--- src/rtl/lb_fabric_pkg.sv ---
// Shared types and helpers for the local-bus fabric.
package lb_fabric_pkg;

  typedef enum logic [1:0] {IDLE, REQ, WAIT, RESP} lb_fabric_state_t;
  typedef enum logic [1:0] {RSP_OK, RSP_ERR, RSP_TMO} lb_fabric_rsp_t;

  // Block select is the top blk_w bits of an addr_w-wide address.
  function automatic int blk_of(input logic [63:0] addr, input int addr_w, input int blk_w);
    return 32'((addr >> (addr_w - blk_w)) & ((64'd1 << blk_w) - 64'd1));
  endfunction

  function automatic logic [15:0] sat_inc(input logic [15:0] v);
    return (v == 16'hFFFF) ? v : v + 16'd1;
  endfunction

endpackage

--- src/rtl/lb_fabric_if.sv ---
// Parent and child local-bus signals of the fabric; slave is the fabric side.
interface lb_fabric_if #(
  parameter int LB_DATA_W     = 32,
  parameter int LB_ADDR_W     = 16,
  parameter int LB_ADDR_BLK_W = 4,
  parameter int NUM_CHILDREN  = 3
);
  logic                                  lb_wr_en;
  logic                                  lb_rd_en;
  logic [LB_ADDR_W-1:0]                  lb_addr;
  logic [LB_DATA_W-1:0]                  lb_wr_data;
  logic                                  lb_wr_valid;
  logic                                  lb_rd_valid;
  logic [LB_DATA_W-1:0]                  lb_rd_data;
  logic [NUM_CHILDREN-1:0]               chld_lb_wr_en;
  logic [NUM_CHILDREN-1:0]               chld_lb_rd_en;
  logic [LB_ADDR_W-LB_ADDR_BLK_W-1:0]    chld_lb_addr;
  logic [LB_DATA_W-1:0]                  chld_lb_wr_data;
  logic [NUM_CHILDREN-1:0]               chld_lb_wr_valid;
  logic [NUM_CHILDREN-1:0]               chld_lb_rd_valid;
  logic [NUM_CHILDREN*LB_DATA_W-1:0]     chld_lb_rd_data;

  modport master (
    output lb_wr_en, lb_rd_en, lb_addr, lb_wr_data,
    input  lb_wr_valid, lb_rd_valid, lb_rd_data,
    input  chld_lb_wr_en, chld_lb_rd_en, chld_lb_addr, chld_lb_wr_data,
    output chld_lb_wr_valid, chld_lb_rd_valid, chld_lb_rd_data
  );

  modport slave (
    input  lb_wr_en, lb_rd_en, lb_addr, lb_wr_data,
    output lb_wr_valid, lb_rd_valid, lb_rd_data,
    output chld_lb_wr_en, chld_lb_rd_en, chld_lb_addr, chld_lb_wr_data,
    input  chld_lb_wr_valid, chld_lb_rd_valid, chld_lb_rd_data
  );
endinterface

--- src/rtl/lb_fabric_tmr.sv ---
// Transaction timer: load in the child-strobe cycle, expired_o is high on the
// TIMEOUT_CYCLES-th cycle after it and stays high until cleared.
module lb_fabric_tmr #(
  parameter int TIMEOUT_CYCLES = 64
) (
  input  logic clk,
  input  logic rst_n,
  input  logic load_i,
  input  logic clr_i,
  output logic expired_o
);
  localparam int TW = $clog2(TIMEOUT_CYCLES + 1);

  logic [TW-1:0] cnt_q, cnt_d;
  logic          run_q, run_d;

  always_comb begin
    cnt_d = cnt_q;
    run_d = run_q;
    if (clr_i) begin
      cnt_d = '0;
      run_d = 1'b0;
    end else if (load_i) begin
      cnt_d = TW'(TIMEOUT_CYCLES - 1);
      run_d = 1'b1;
    end else if (cnt_q != '0) begin
      cnt_d = cnt_q - TW'(1);
    end
  end

  always_ff @(posedge clk or negedge rst_n) begin
    if (!rst_n) begin
      cnt_q <= '0;
      run_q <= 1'b0;
    end else begin
      cnt_q <= cnt_d;
      run_q <= run_d;
    end
  end

  assign expired_o = run_q && (cnt_q == '0);
endmodule

--- src/rtl/lb_fabric.sv ---
// Fans one parent local bus out to NUM_CHILDREN children with one transaction
// outstanding; unmapped or silent children get DEFAULT_DATA_VAL back.
module lb_fabric
  import lb_fabric_pkg::*;
#(
  parameter int                   LB_DATA_W        = 32,
  parameter int                   LB_ADDR_W        = 16,
  parameter int                   LB_ADDR_BLK_W    = 4,
  parameter int                   NUM_CHILDREN     = 3,
  parameter int                   TIMEOUT_CYCLES   = 64,
  parameter logic [LB_DATA_W-1:0] DEFAULT_DATA_VAL = 'hdeadbabe
) (
  input  logic        clk,
  input  logic        rst_n,
  lb_fabric_if.slave  bus,
  output logic [15:0] timeout_cnt,
  output logic [15:0] err_cnt,
  output logic        overrun
);
  localparam int CHLD_ADDR_W = LB_ADDR_W - LB_ADDR_BLK_W;

  lb_fabric_state_t         state_q, state_d;
  lb_fabric_rsp_t           rsp_q, rsp_d;
  logic                     op_wr_q, op_wr_d, mapped_q, mapped_d, hit_q, hit_d;
  logic [LB_ADDR_BLK_W-1:0] blk_q, blk_d, new_blk;
  logic [LB_DATA_W-1:0]     rdat_q, rdat_d, rd_data_q, rd_data_d, wdat_q, wdat_d, sel_dat;
  logic [CHLD_ADDR_W-1:0]   caddr_q, caddr_d;
  logic [NUM_CHILDREN-1:0]  cwr_q, cwr_d, crd_q, crd_d;
  logic                     wr_vld_q, wr_vld_d, rd_vld_q, rd_vld_d, ovr_q, ovr_d;
  logic [15:0]              tmo_q, tmo_d, err_q, err_d;
  logic                     req, sel_vld, tmr_load, tmr_clr, tmr_expired;
  int                       new_blk_int;

  assign req         = bus.lb_wr_en | bus.lb_rd_en;
  assign new_blk_int = blk_of(64'(bus.lb_addr), LB_ADDR_W, LB_ADDR_BLK_W);
  assign new_blk     = LB_ADDR_BLK_W'(new_blk_int);

  // Only the latched child and the latched op can complete the transaction.
  always_comb begin
    sel_vld = 1'b0;
    sel_dat = '0;
    for (int i = 0; i < NUM_CHILDREN; i++) begin
      if (blk_q == LB_ADDR_BLK_W'(i)) begin
        sel_vld = op_wr_q ? bus.chld_lb_wr_valid[i] : bus.chld_lb_rd_valid[i];
        sel_dat = bus.chld_lb_rd_data[i*LB_DATA_W +: LB_DATA_W];
      end
    end
  end

  always_comb begin
    state_d   = state_q;
    rsp_d     = rsp_q;
    op_wr_d   = op_wr_q;
    mapped_d  = mapped_q;
    hit_d     = hit_q;
    blk_d     = blk_q;
    rdat_d    = rdat_q;
    wdat_d    = wdat_q;
    caddr_d   = caddr_q;
    rd_data_d = rd_data_q;
    cwr_d     = '0;
    crd_d     = '0;
    wr_vld_d  = 1'b0;
    rd_vld_d  = 1'b0;
    tmo_d     = tmo_q;
    err_d     = err_q;
    tmr_load  = 1'b0;
    tmr_clr   = 1'b0;
    ovr_d     = ovr_q | (req && state_q != IDLE) | (bus.lb_wr_en & bus.lb_rd_en);
    unique case (state_q)
      IDLE: begin
        tmr_clr = 1'b1;
        if (req) begin
          op_wr_d  = bus.lb_wr_en;
          blk_d    = new_blk;
          mapped_d = new_blk_int < NUM_CHILDREN;
          caddr_d  = bus.lb_addr[CHLD_ADDR_W-1:0];
          wdat_d   = bus.lb_wr_data;
          hit_d    = 1'b0;
          state_d  = REQ;
          if (new_blk_int < NUM_CHILDREN) begin
            if (bus.lb_wr_en) cwr_d = NUM_CHILDREN'(1) << new_blk;
            else              crd_d = NUM_CHILDREN'(1) << new_blk;
          end
        end
      end
      REQ: begin
        if (!mapped_q) begin
          err_d   = sat_inc(err_q);
          rsp_d   = RSP_ERR;
          state_d = RESP;
        end else begin
          tmr_load = 1'b1;
          state_d  = WAIT;
          if (sel_vld) begin
            hit_d  = 1'b1;
            rdat_d = sel_dat;
          end
        end
      end
      WAIT: begin
        // A valid on the expiry cycle is captured here and beats the timeout.
        if (hit_q) begin
          rsp_d   = RSP_OK;
          state_d = RESP;
        end else if (sel_vld) begin
          hit_d  = 1'b1;
          rdat_d = sel_dat;
        end else if (tmr_expired) begin
          tmo_d   = sat_inc(tmo_q);
          rsp_d   = RSP_TMO;
          state_d = RESP;
        end
      end
      RESP: begin
        tmr_clr = 1'b1;
        state_d = IDLE;
      end
      default: state_d = IDLE;
    endcase
    if (state_d == RESP && state_q != RESP) begin
      wr_vld_d = op_wr_q;
      rd_vld_d = !op_wr_q;
      if (!op_wr_q) rd_data_d = (rsp_d == RSP_OK) ? rdat_q : DEFAULT_DATA_VAL;
    end
  end

  always_ff @(posedge clk or negedge rst_n) begin
    if (!rst_n) begin
      state_q   <= IDLE;
      rsp_q     <= RSP_OK;
      op_wr_q   <= 1'b0;
      mapped_q  <= 1'b0;
      hit_q     <= 1'b0;
      blk_q     <= '0;
      rdat_q    <= '0;
      wdat_q    <= '0;
      caddr_q   <= '0;
      rd_data_q <= '0;
      cwr_q     <= '0;
      crd_q     <= '0;
      wr_vld_q  <= 1'b0;
      rd_vld_q  <= 1'b0;
      tmo_q     <= '0;
      err_q     <= '0;
      ovr_q     <= 1'b0;
    end else begin
      state_q   <= state_d;
      rsp_q     <= rsp_d;
      op_wr_q   <= op_wr_d;
      mapped_q  <= mapped_d;
      hit_q     <= hit_d;
      blk_q     <= blk_d;
      rdat_q    <= rdat_d;
      wdat_q    <= wdat_d;
      caddr_q   <= caddr_d;
      rd_data_q <= rd_data_d;
      cwr_q     <= cwr_d;
      crd_q     <= crd_d;
      wr_vld_q  <= wr_vld_d;
      rd_vld_q  <= rd_vld_d;
      tmo_q     <= tmo_d;
      err_q     <= err_d;
      ovr_q     <= ovr_d;
    end
  end

  lb_fabric_tmr #(.TIMEOUT_CYCLES(TIMEOUT_CYCLES)) u_tmr (
    .clk       (clk),
    .rst_n     (rst_n),
    .load_i    (tmr_load),
    .clr_i     (tmr_clr),
    .expired_o (tmr_expired)
  );

  assign bus.lb_wr_valid     = wr_vld_q;
  assign bus.lb_rd_valid     = rd_vld_q;
  assign bus.lb_rd_data      = rd_data_q;
  assign bus.chld_lb_wr_en   = cwr_q;
  assign bus.chld_lb_rd_en   = crd_q;
  assign bus.chld_lb_addr    = caddr_q;
  assign bus.chld_lb_wr_data = wdat_q;
  assign timeout_cnt         = tmo_q;
  assign err_cnt             = err_q;
  assign overrun             = ovr_q;
endmodule
--- src/flat_wrapper.sv ---
// flat-port wrapper written by rule: the top's interface ports become plain ports
module lb_fabric_flat import lb_fabric_pkg::*;
#(
  parameter int                   LB_DATA_W        = 32,
  parameter int                   LB_ADDR_W        = 16,
  parameter int                   LB_ADDR_BLK_W    = 4,
  parameter int                   NUM_CHILDREN     = 3,
  parameter int                   TIMEOUT_CYCLES   = 64,
  parameter logic [LB_DATA_W-1:0] DEFAULT_DATA_VAL = 'hdeadbabe
)
  (clk, rst_n, timeout_cnt, err_cnt, overrun, bus_lb_wr_en, bus_lb_rd_en, bus_lb_addr, bus_lb_wr_data, bus_lb_wr_valid, bus_lb_rd_valid, bus_lb_rd_data, bus_chld_lb_wr_en, bus_chld_lb_rd_en, bus_chld_lb_addr, bus_chld_lb_wr_data, bus_chld_lb_wr_valid, bus_chld_lb_rd_valid, bus_chld_lb_rd_data);
  lb_fabric_if #(.LB_DATA_W(LB_DATA_W), .LB_ADDR_W(LB_ADDR_W), .LB_ADDR_BLK_W(LB_ADDR_BLK_W), .NUM_CHILDREN(NUM_CHILDREN)) bus_i ();
  input  logic clk;
  input  logic rst_n;
  output logic [15:0] timeout_cnt;
  output logic [15:0] err_cnt;
  output logic overrun;
  input wire logic [$bits(bus_i.lb_wr_en)-1:0] bus_lb_wr_en;
  input wire logic [$bits(bus_i.lb_rd_en)-1:0] bus_lb_rd_en;
  input wire logic [$bits(bus_i.lb_addr)-1:0] bus_lb_addr;
  input wire logic [$bits(bus_i.lb_wr_data)-1:0] bus_lb_wr_data;
  output wire logic [$bits(bus_i.lb_wr_valid)-1:0] bus_lb_wr_valid;
  output wire logic [$bits(bus_i.lb_rd_valid)-1:0] bus_lb_rd_valid;
  output wire logic [$bits(bus_i.lb_rd_data)-1:0] bus_lb_rd_data;
  output wire logic [$bits(bus_i.chld_lb_wr_en)-1:0] bus_chld_lb_wr_en;
  output wire logic [$bits(bus_i.chld_lb_rd_en)-1:0] bus_chld_lb_rd_en;
  output wire logic [$bits(bus_i.chld_lb_addr)-1:0] bus_chld_lb_addr;
  output wire logic [$bits(bus_i.chld_lb_wr_data)-1:0] bus_chld_lb_wr_data;
  input wire logic [$bits(bus_i.chld_lb_wr_valid)-1:0] bus_chld_lb_wr_valid;
  input wire logic [$bits(bus_i.chld_lb_rd_valid)-1:0] bus_chld_lb_rd_valid;
  input wire logic [$bits(bus_i.chld_lb_rd_data)-1:0] bus_chld_lb_rd_data;
  assign bus_i.lb_wr_en = bus_lb_wr_en;
  assign bus_i.lb_rd_en = bus_lb_rd_en;
  assign bus_i.lb_addr = bus_lb_addr;
  assign bus_i.lb_wr_data = bus_lb_wr_data;
  assign bus_lb_wr_valid = bus_i.lb_wr_valid;
  assign bus_lb_rd_valid = bus_i.lb_rd_valid;
  assign bus_lb_rd_data = bus_i.lb_rd_data;
  assign bus_chld_lb_wr_en = bus_i.chld_lb_wr_en;
  assign bus_chld_lb_rd_en = bus_i.chld_lb_rd_en;
  assign bus_chld_lb_addr = bus_i.chld_lb_addr;
  assign bus_chld_lb_wr_data = bus_i.chld_lb_wr_data;
  assign bus_i.chld_lb_wr_valid = bus_chld_lb_wr_valid;
  assign bus_i.chld_lb_rd_valid = bus_chld_lb_rd_valid;
  assign bus_i.chld_lb_rd_data = bus_chld_lb_rd_data;
  lb_fabric #(.LB_DATA_W(LB_DATA_W), .LB_ADDR_W(LB_ADDR_W), .LB_ADDR_BLK_W(LB_ADDR_BLK_W), .NUM_CHILDREN(NUM_CHILDREN), .TIMEOUT_CYCLES(TIMEOUT_CYCLES), .DEFAULT_DATA_VAL(DEFAULT_DATA_VAL)) u_core (.clk(clk), .rst_n(rst_n), .bus(bus_i), .timeout_cnt(timeout_cnt), .err_cnt(err_cnt), .overrun(overrun));
endmodule
--- config.mk ---
export PLATFORM = sky130hd
export DESIGN_NAME = lb_fabric_flat
export DESIGN_NICKNAME = d
export VERILOG_FILES = /design/src/rtl/lb_fabric_pkg.sv /design/src/rtl/lb_fabric_if.sv /design/src/rtl/lb_fabric_tmr.sv /design/src/rtl/lb_fabric.sv /design/src/flat_wrapper.sv
export SDC_FILE = /design/constraint.sdc
export NUM_CORES = 1
export LEC_CHECK = 0
export BUFFER_PORTS_ARGS = -buffer_cell sky130_fd_sc_hd__buf_2
export CAP_MARGIN = 30
export CORE_ASPECT_RATIO = 0.6
export CORE_MARGIN = 2
export CORE_UTILIZATION = 45
export CTS_BUF_LIST = sky130_fd_sc_hd__clkbuf_16
export CTS_CLUSTER_SIZE = 40
export DETAILED_ROUTE_END_ITERATION = 16
export GPL_ROUTABILITY_DRIVEN = 0
export MAX_ROUTING_LAYER = met4
export PLACE_DENSITY_LB_ADDON = 0.25
export SLEW_MARGIN = 40
export SYNTH_ARGS = -nofsm -noshare
export SYNTH_HDL_FRONTEND = slang
export SYNTH_SLANG_ARGS = --single-unit
--- constraint.sdc ---
create_clock -name clk -period 2.5 [get_ports clk]
set_input_delay 0.5 -clock clk [delete_from_list [all_inputs] [get_ports clk]]
set_output_delay 0.5 -clock clk [all_outputs]
set_load 0.005 [all_outputs]
==> flow_metrics.py, run 1 <==
metrics = {
    "timing": {
        "slew_headroom_pct": 61.8,
        "fin_skew_ns": 0.0116,
        "drv_slew": 0,
        "setup_viol": 0,
        "tightest_slew_ns": 0.558,
        "finalSetupTns_ns": 0,
        "setup_ws_ns": 0.0386,
        "finalCritPeriodShare_pct": 98.5,
        "post-route-min-period_ns": 2.46,
        "fmax_mhz": 406,
        "hold_violations": 0,
        "timing.hold.ws_ns": 0.00664,
        "rsz0062_at_grt": "yes",
    },
    "place": {
        "portBuffers": 270,
        "place_hpwl_um": 14000,
        "preCtsSetupSlack_ns": -0.00240,
    },
    "route": {
        "final_antenna_net_count": 0,
        "drc_errors": 0,
        "first_iter_violations": 382,
        "vias": 6371,
        "routedWlPerCell_um": 15.5,
        "drtPass1Iterations": 4,
        "vias_per_cell": 5.00,
        "routed_wl_um": 19800,
    },
    "setup_path": {
        "cp_slowest_cell": "or4_4",
        "reg2reg_depth": 11,
        "endpoint_kind": "flip-flop",
        "cpPeakStageDelay_ns": 0.42,
        "r2r_slack_ns": 0.04,
        "rr_endpoint": "u_core.bus.lb_rd_data[4]",
        "crit_type": "flip-flop to flip-flop",
        "worstPathCellList": "inv_1 > ha_4 > nand2_2 > o32a_1 > or4_4 > a311o_1 > buf_12 > clkinv_8 > clkbuf_16 > nor2_1 > a21oi_1",
        "r2r_start": "u_core.state_q[1]",
        "arrival_ns": 2.80,
        "start_kind": "flip-flop",
        "cp_max_fo": 22,
        "cp_data_required_time_ns": 2.83,
    },
    "finish": {
        "nFillCells": 1379,
        "nets": 1193,
        "multi_input_area_um2": 3220,
        "drive_above_1_share_pct": 40.2,
        "syn_to_final_growth_pct": 33.9,
        "regArea_um2": 4200,
        "fin_util_pct": 62.0,
    },
    "logic_synthesis": {
        "synth_top_area_share_pct": 55.7,
        "synth_compound_area_share_pct": 12.2,
        "synth_area_leaders": "dfrtp_1 (56%), mux2_2 (7.8%), o21ai_0 (6.4%), nand2_1 (6.1%), nor2_1 (3.4%)",
        "synthSimpleGateAreaFrac_pct": 15.9,
        "syn_nets": 904,
        "async_flop_share_pct": 100,
        "synth_edf_count": 0,
        "syn_avg_cell_area_um2": 10.2,
        "yosys_warnings": 0,
        "synthCells": 742,
        "synth_seq_cells": 168,
        "synth.distinct_cells": 56,
        "synthMuxAreaShare_pct": 7.89,
        "synth_seq_area_share_pct": 55.7,
        "synth_top_family_by_area": "simple AND/OR/NAND/NOR gates",
        "netlist.top_cell.by_area": "dfrtp_1",
        "syn_area_um2": 7550,
        "synth_flop_cell": "dfrtp_1",
        "synth_fa_ha_area_share_pct": 1.46,
        "synth_commonest_cells": "dfrtp_1 (168), nand2_1 (122), o21ai_0 (97)",
        "yosysMostFrequentCell": "dfrtp_1",
        "synth_xor_area_share_pct": 4.06,
    },
    "cts": {
        "clockBufferDepth": 2,
        "cts_root_buf": "clkbuf_16",
        "cts_tree": "done",
        "clkLatencyLatePin_ns": 0.42,
        "cts_htree_levels": 4,
        "clock_sinks": 168,
        "clk_pin_slew_ns": 0.07,
        "numCtsBuffers": 17,
    },
    "global_routing": {
        "overflow": 0,
        "use_met2_pct": 34.2,
        "antenna_found_initial": 1,
        "grt_start_max_net_pins": 63,
        "gr-max-usage-layer": "met2",
        "use_met3_pct": 3.92,
        "grt_pass1_vias": 6189,
        "track_usage_pct": 22.4,
        "grtUsageMet1_pct": 31.3,
        "grt_pass1_wl_um": 31000,
    },
    "run": {
        "cap_violations": 0,
    },
    "power_and_ir_drop": {
        "pwr-share-seq_pct": 36.2,
        "p_per_area_nw_per_um2": 1180,
        "ir_worst_vdd_uv": 555,
        "clock_power_share_pct": 22.0,
        "switching_share_pct": 36.6,
        "p_int_uw": 7590,
        "p_leak_uw": 0.00504,
        "power.switching_uw": 4390,
        "pwr-share-comb_pct": 41.8,
    },
    "floorplan": {
        "core_area_um2": 16300,
        "start_util_pct": 46.3,
        "rows": 36,
        "ios": 271,
        "die-area_um2": 17900,
        "die_y_um": 104,
        "die_w_um": 171,
    },
    "run_status": {
        "outcome": "finished clean",
    },
    "worst_hold_path": {
        "hold_path.class": "input pin to async pin",
    },
}
## per-layer routing
layer	part of all wire [%]	wire length, um
met1	48	9450
met2	46	9030
met3	5.6	1110
met4	0.87	171
met5	0	0
## cells by family after synthesis
logic type               count (synthesis)
buffers and inverters                   50
multiplexers                            53
AND/OR/NAND/NOR                        264
XOR/XNOR                                35
adder cells (fa/ha/maj)                  9
flip-flops                             168
AO/OA/AOI/OAI                          163
## flip-flops by register name, summed over array words and instances (netlist names), 2 cells and up
register,cells
u_core.bus.chld_lb_wr_data,32
u_core.bus.lb_rd_data,32
u_core.rdat_q,32
u_core.err_cnt,16
u_core.timeout_cnt,16
u_core.bus.chld_lb_addr,12
u_core.u_tmr.cnt_q,7
u_core.blk_q,4
u_core.bus.chld_lb_rd_en,3
u_core.bus.chld_lb_wr_en,3
u_core.rsp_q,2
u_core.state_q,2
## power groups by stage
stage / logic, uW / clock network (uW) / registers, uW
after floorplan: 2810 / 0 / 4350
after global placement: 4720 / 0 / 4340
after detailed placement: 4830 / 0 / 4370
after CTS: 4880 / 2690 / 4320
after global routing: 5550 / 2810 / 4470
final: 5010 / 2630 / 4340
## worst max-delay path by stage
stage,from,endpoint
after floorplan,u_core.state_q[1],u_core.bus.lb_rd_data[10]
after global placement,u_core.state_q[0],u_core.bus.lb_rd_data[25]
after detailed placement,u_core.state_q[0],u_core.bus.lb_rd_data[16]
after CTS,u_core.state_q[0],u_core.bus.lb_rd_data[16]
after global routing,u_core.state_q[0],u_core.bus.lb_rd_data[12]
final,u_core.state_q[1],u_core.bus.lb_rd_data[4]
## worst max-delay path: cells and delay by family, from the launching register on
family | cells | cell delay, ns
AOI/OAI and AO/OA | 3 | 0.81
and+or+nand+nor | 3 | 0.51
adders and majority gates | 1 | 0.16
buffers and inverters | 4 | 0.51
DFF | 1 | 0.38
## metrics by stage
step / instance area [um^2] / total power, uW / cells
after floorplan: 7560 / 7160 / 742
after global placement: 9390 / 9070 / 1236
after detailed placement: 9390 / 9200 / 1236
after CTS: 9990 / 11900 / 1268
after global routing: 10100 / 12800 / 1273
final: 10100 / 12000 / 1273
## repair_timing
| action | in CTS | in global routing |
|---|---|---|
| pin swaps | 0 | 1 |
| endpoints found under the setup margin | 7 | 34 |
| cloned | 0 | 3 |
| hold buffers | 0 | 0 |
| buffers inserted | 0 | 1 |
| resized for setup | 2 | 19 |
## cell usage in the layout, fill, tap and decap left out, types with 3 or more instances in the layout
| cell type | instances |
|---|---|
| ha_1 | 7 |
| nor3_1 | 5 |
| buf_12 | 6 |
| a21oi_1 | 33 |
| dfrtp_1 | 168 |
| and2_0 | 8 |
| o21ai_0 | 97 |
| mux2_2 | 52 |
| nor4_1 | 5 |
| and4_1 | 3 |
| clkinv_4 | 3 |
| nand4_1 | 13 |
| inv_1 | 13 |
| a31o_1 | 8 |
| xnor2_1 | 22 |
| nor2_2 | 8 |
| buf_4 | 28 |
| inv_6 | 5 |
| o21a_1 | 4 |
| xor2_1 | 13 |
| and3_1 | 6 |
| nor2_1 | 61 |
| clkbuf_16 | 19 |
| nand3_1 | 9 |
| nand2_1 | 121 |
| buf_2 | 269 |
## final cells by class
type                            count  area share [%]
Antenna cell                        1          0.0247
Clock buffer                       17            4.21
Clock inverter                     15            1.62
Inverter                           13           0.606
Multi-Input combinational cell    524            31.9
Sequential cell                   168            41.6
Tap cell                          228            2.82
Timing Repair Buffer              307            17.3
No activity file was read; power rests on OpenSTA's default activity.
==> run 2: changes to the inputs <==
==> constraint.sdc (replaced) <==
create_clock -name clk -period 2.5 [get_ports clk]
set_input_delay 0.375 -clock clk [delete_from_list [all_inputs] [get_ports clk]]
set_output_delay 0.375 -clock clk [all_outputs]
set_load 0.005 [all_outputs]
==> run 2 against run 1 <==
Net effect: non-clock buffer count grew 7; hold slack gained 0.18 ns; first-iteration DRC count grew 8.6%; combinational power grew 6.6%; critical path depth shrank 1; sequential share of layout area shrank 0.43 points; count of clock-buffer cells in the layout is the same; global-route usage grew 0.81 points; die area is the same; sequential power is essentially flat; clock skew grew 0.0040 ns; critical path type unchanged.
==> flow_metrics.py, run 2 (synthesis gave the netlist of run 1 again) <==
metrics = {
    "finish": {
        "syn_to_final_growth_pct": 35.4,
        "regArea_um2": 4200,
        "nets": 1200,
        "final_area_um2": 10200,
        "final_common_cell": "buf_2",
        "drive_above_1_share_pct": 40.4,
        "fin_util_pct": 62.7,
        "final_cell_mix": "buf_2 (269), dfrtp_1 (168), nand2_1 (122)",
        "multi_input_area_um2": 3230,
        "num_antenna_cells": 0,
        "nFillCells": 1394,
    },
    "timing": {
        "setup_viol": 0,
        "tightest_slew_ns": 0.521,
        "finalCritPeriodShare_pct": 97.5,
        "post-route-min-period_ns": 2.44,
        "slew_headroom_pct": 64.4,
        "drv_slew": 0,
        "hold_violations": 0,
        "fmax_mhz": 410,
        "fin_skew_ns": 0.0156,
    },
    "power_and_ir_drop": {
        "p_per_area_nw_per_um2": 1200,
        "p_leak_uw": 0.00509,
        "power.switching_uw": 4580,
        "p_int_uw": 7730,
        "switching_share_pct": 37.2,
        "ir_worst_vdd_uv": 597,
        "pwr-share-comb_pct": 43.4,
        "pwr-share-seq_pct": 35.4,
        "clock_power_share_pct": 21.2,
    },
    "cts": {
        "clockBufferDepth": 2,
        "cts_htree_levels": 4,
        "cts_root_buf": "clkbuf_16",
        "clock_sinks": 168,
        "clk_pin_slew_ns": 0.07,
        "cts_tree": "done",
        "clkLatencyLatePin_ns": 0.42,
        "numCtsBuffers": 17,
    },
    "global_routing": {
        "grt_pass1_vias": 6252,
        "track_usage_pct": 23.3,
        "overflow": 0,
        "grt_pass1_wl_um": 31800,
        "grt_start_max_net_pins": 65,
        "antenna_found_initial": 0,
    },
    "setup_path": {
        "rr_endpoint": "u_core.bus.lb_rd_data[30]",
        "r2r_start": "u_core.state_q[1]",
        "endpoint_kind": "flip-flop",
        "cp_max_fo": 14,
        "crit_type": "flip-flop to flip-flop",
        "reg2reg_depth": 10,
        "arrival_ns": 2.74,
        "cp_data_required_time_ns": 2.80,
        "r2r_slack_ns": 0.06,
        "start_kind": "flip-flop",
    },
    "floorplan": {
        "die-area_um2": 17900,
        "ios": 271,
        "core_area_um2": 16300,
        "start_util_pct": 46.3,
        "die_y_um": 104,
        "rows": 36,
        "die_w_um": 171,
    },
    "route": {
        "vias_per_cell": 5.07,
        "vias": 6490,
        "routed_wl_um": 20500,
        "routedWlPerCell_um": 16.0,
        "final_antenna_net_count": 0,
        "drtPass1Iterations": 5,
        "drc_errors": 0,
        "first_iter_violations": 415,
    },
    "place": {
        "portBuffers": 270,
        "place_hpwl_um": 14200,
        "place_area_um2": 9390,
    },
    "run_status": {
        "outcome": "finished clean",
    },
    "worst_hold_path": {
        "hold_path.class": "input pin to flip-flop",
        "worstHoldStart": "bus_lb_wr_data[10]",
        "hold-path-endpoint": "u_core.bus.chld_lb_wr_data[10]",
        "whs_path_depth": 2,
    },
    "run": {
        "cap_violations": 0,
    },
}
-- run 2: cell count changes in the layout (fill, tap and decap cells not counted), sizes merged --
cell and delta:
clkinvlp -2, bufinv -1, dlygate4sd3 +1, clkinv +2, diode -1, buf +6
inv +1
-- run 2: final cells by class --
class | count | area share, %
Multi-Input combinational cell | 524 | 31.6
Clock inverter | 15 | 1.57
Sequential cell | 168 | 41.1
Inverter | 13 | 0.600
Clock buffer | 17 | 4.16
Timing Repair Buffer | 314 | 18.2
Tap cell | 228 | 2.79
-- run 2: metal layers --
| metal | up-vias | part of all wire [%] | track usage (%) |
|---|---|---|---|
| li1 | 3151 | - | - |
| met1 | 3146 | 47 | 30.8 |
| met2 | 182 | 47 | 37.0 |
| met3 | 11 | 5.2 | 4.34 |
| met4 | 0 | 0.64 | 6.11 |
| met5 | - | 0 | - |
-- run 2: metrics by stage --
step	total power (uW)	TNS, ns	std cells	hold WS (ns)	worst slack, ns
finish	12300	0	1279	0.182	0.0632
detailed placement	9230	0	1234	0.381	0.000392
CTS	12100	0	1273	0.169	0.00480
global route	13200	-0.0560	1279	0.163	-0.0239
floorplan	7160	0	742	0.0794	0.0410
global placement	9080	0	1234	0.380	0.0693
-- run 2: worst max path at each step --
| stage | startpoint | endpoint | slack (ns) | cells past startpoint |
|---|---|---|---|---|
| finish | u_core.state_q[1] | u_core.bus.lb_rd_data[30] | 0.06 | 10 |
| global route | u_core.state_q[1] | u_core.bus.lb_rd_data[30] | -0.02 | 10 |
| CTS | u_core.state_q[0] | u_core.bus.lb_rd_data[19] | 0.005 | 9 |
| detailed placement | u_core.state_q[0] | u_core.bus.lb_rd_data[2] | 0.0004 | 11 |
| global placement | u_core.state_q[0] | u_core.bus.lb_rd_data[25] | 0.07 | 11 |
| floorplan | u_core.state_q[1] | u_core.bus.lb_rd_data[10] | 0.04 | 9 |
-- run 2: power by group through the flow --
stage,Clock [uW],Sequential (uW),Combinational [uW]
5_1_grt,2790,4470,5890
3_5_place_dp,0,4370,4860
4_1_cts,2650,4330,5130
2_1_floorplan,0,4350,2810
6_report,2610,4350,5340
3_3_place_gp,0,4340,4740
-- run 2: worst max-delay path, stage by stage (launching register included) --
cell and delay (ns):
dfrtp_1 0.39, inv_2 0.10, ha_4 0.15, nand2_1 0.05, o32a_1 0.30, or4_4 0.43
a311o_1 0.34, buf_12 0.17, buf_4 0.16, nor2_1 0.13, a21oi_1 0.08
-- run 2: repair_timing --
| item | in CTS | in global routing |
|---|---|---|
| hold buffers | 1 | 0 |
| resized for setup | 9 | 14 |
| pin swaps | 1 | 4 |
| hold endpoints to repair | 54 | 0 |
| cloned | 3 | 2 |
| buffers inserted | 3 | 5 |
| setup endpoints to repair | 21 | 34 |
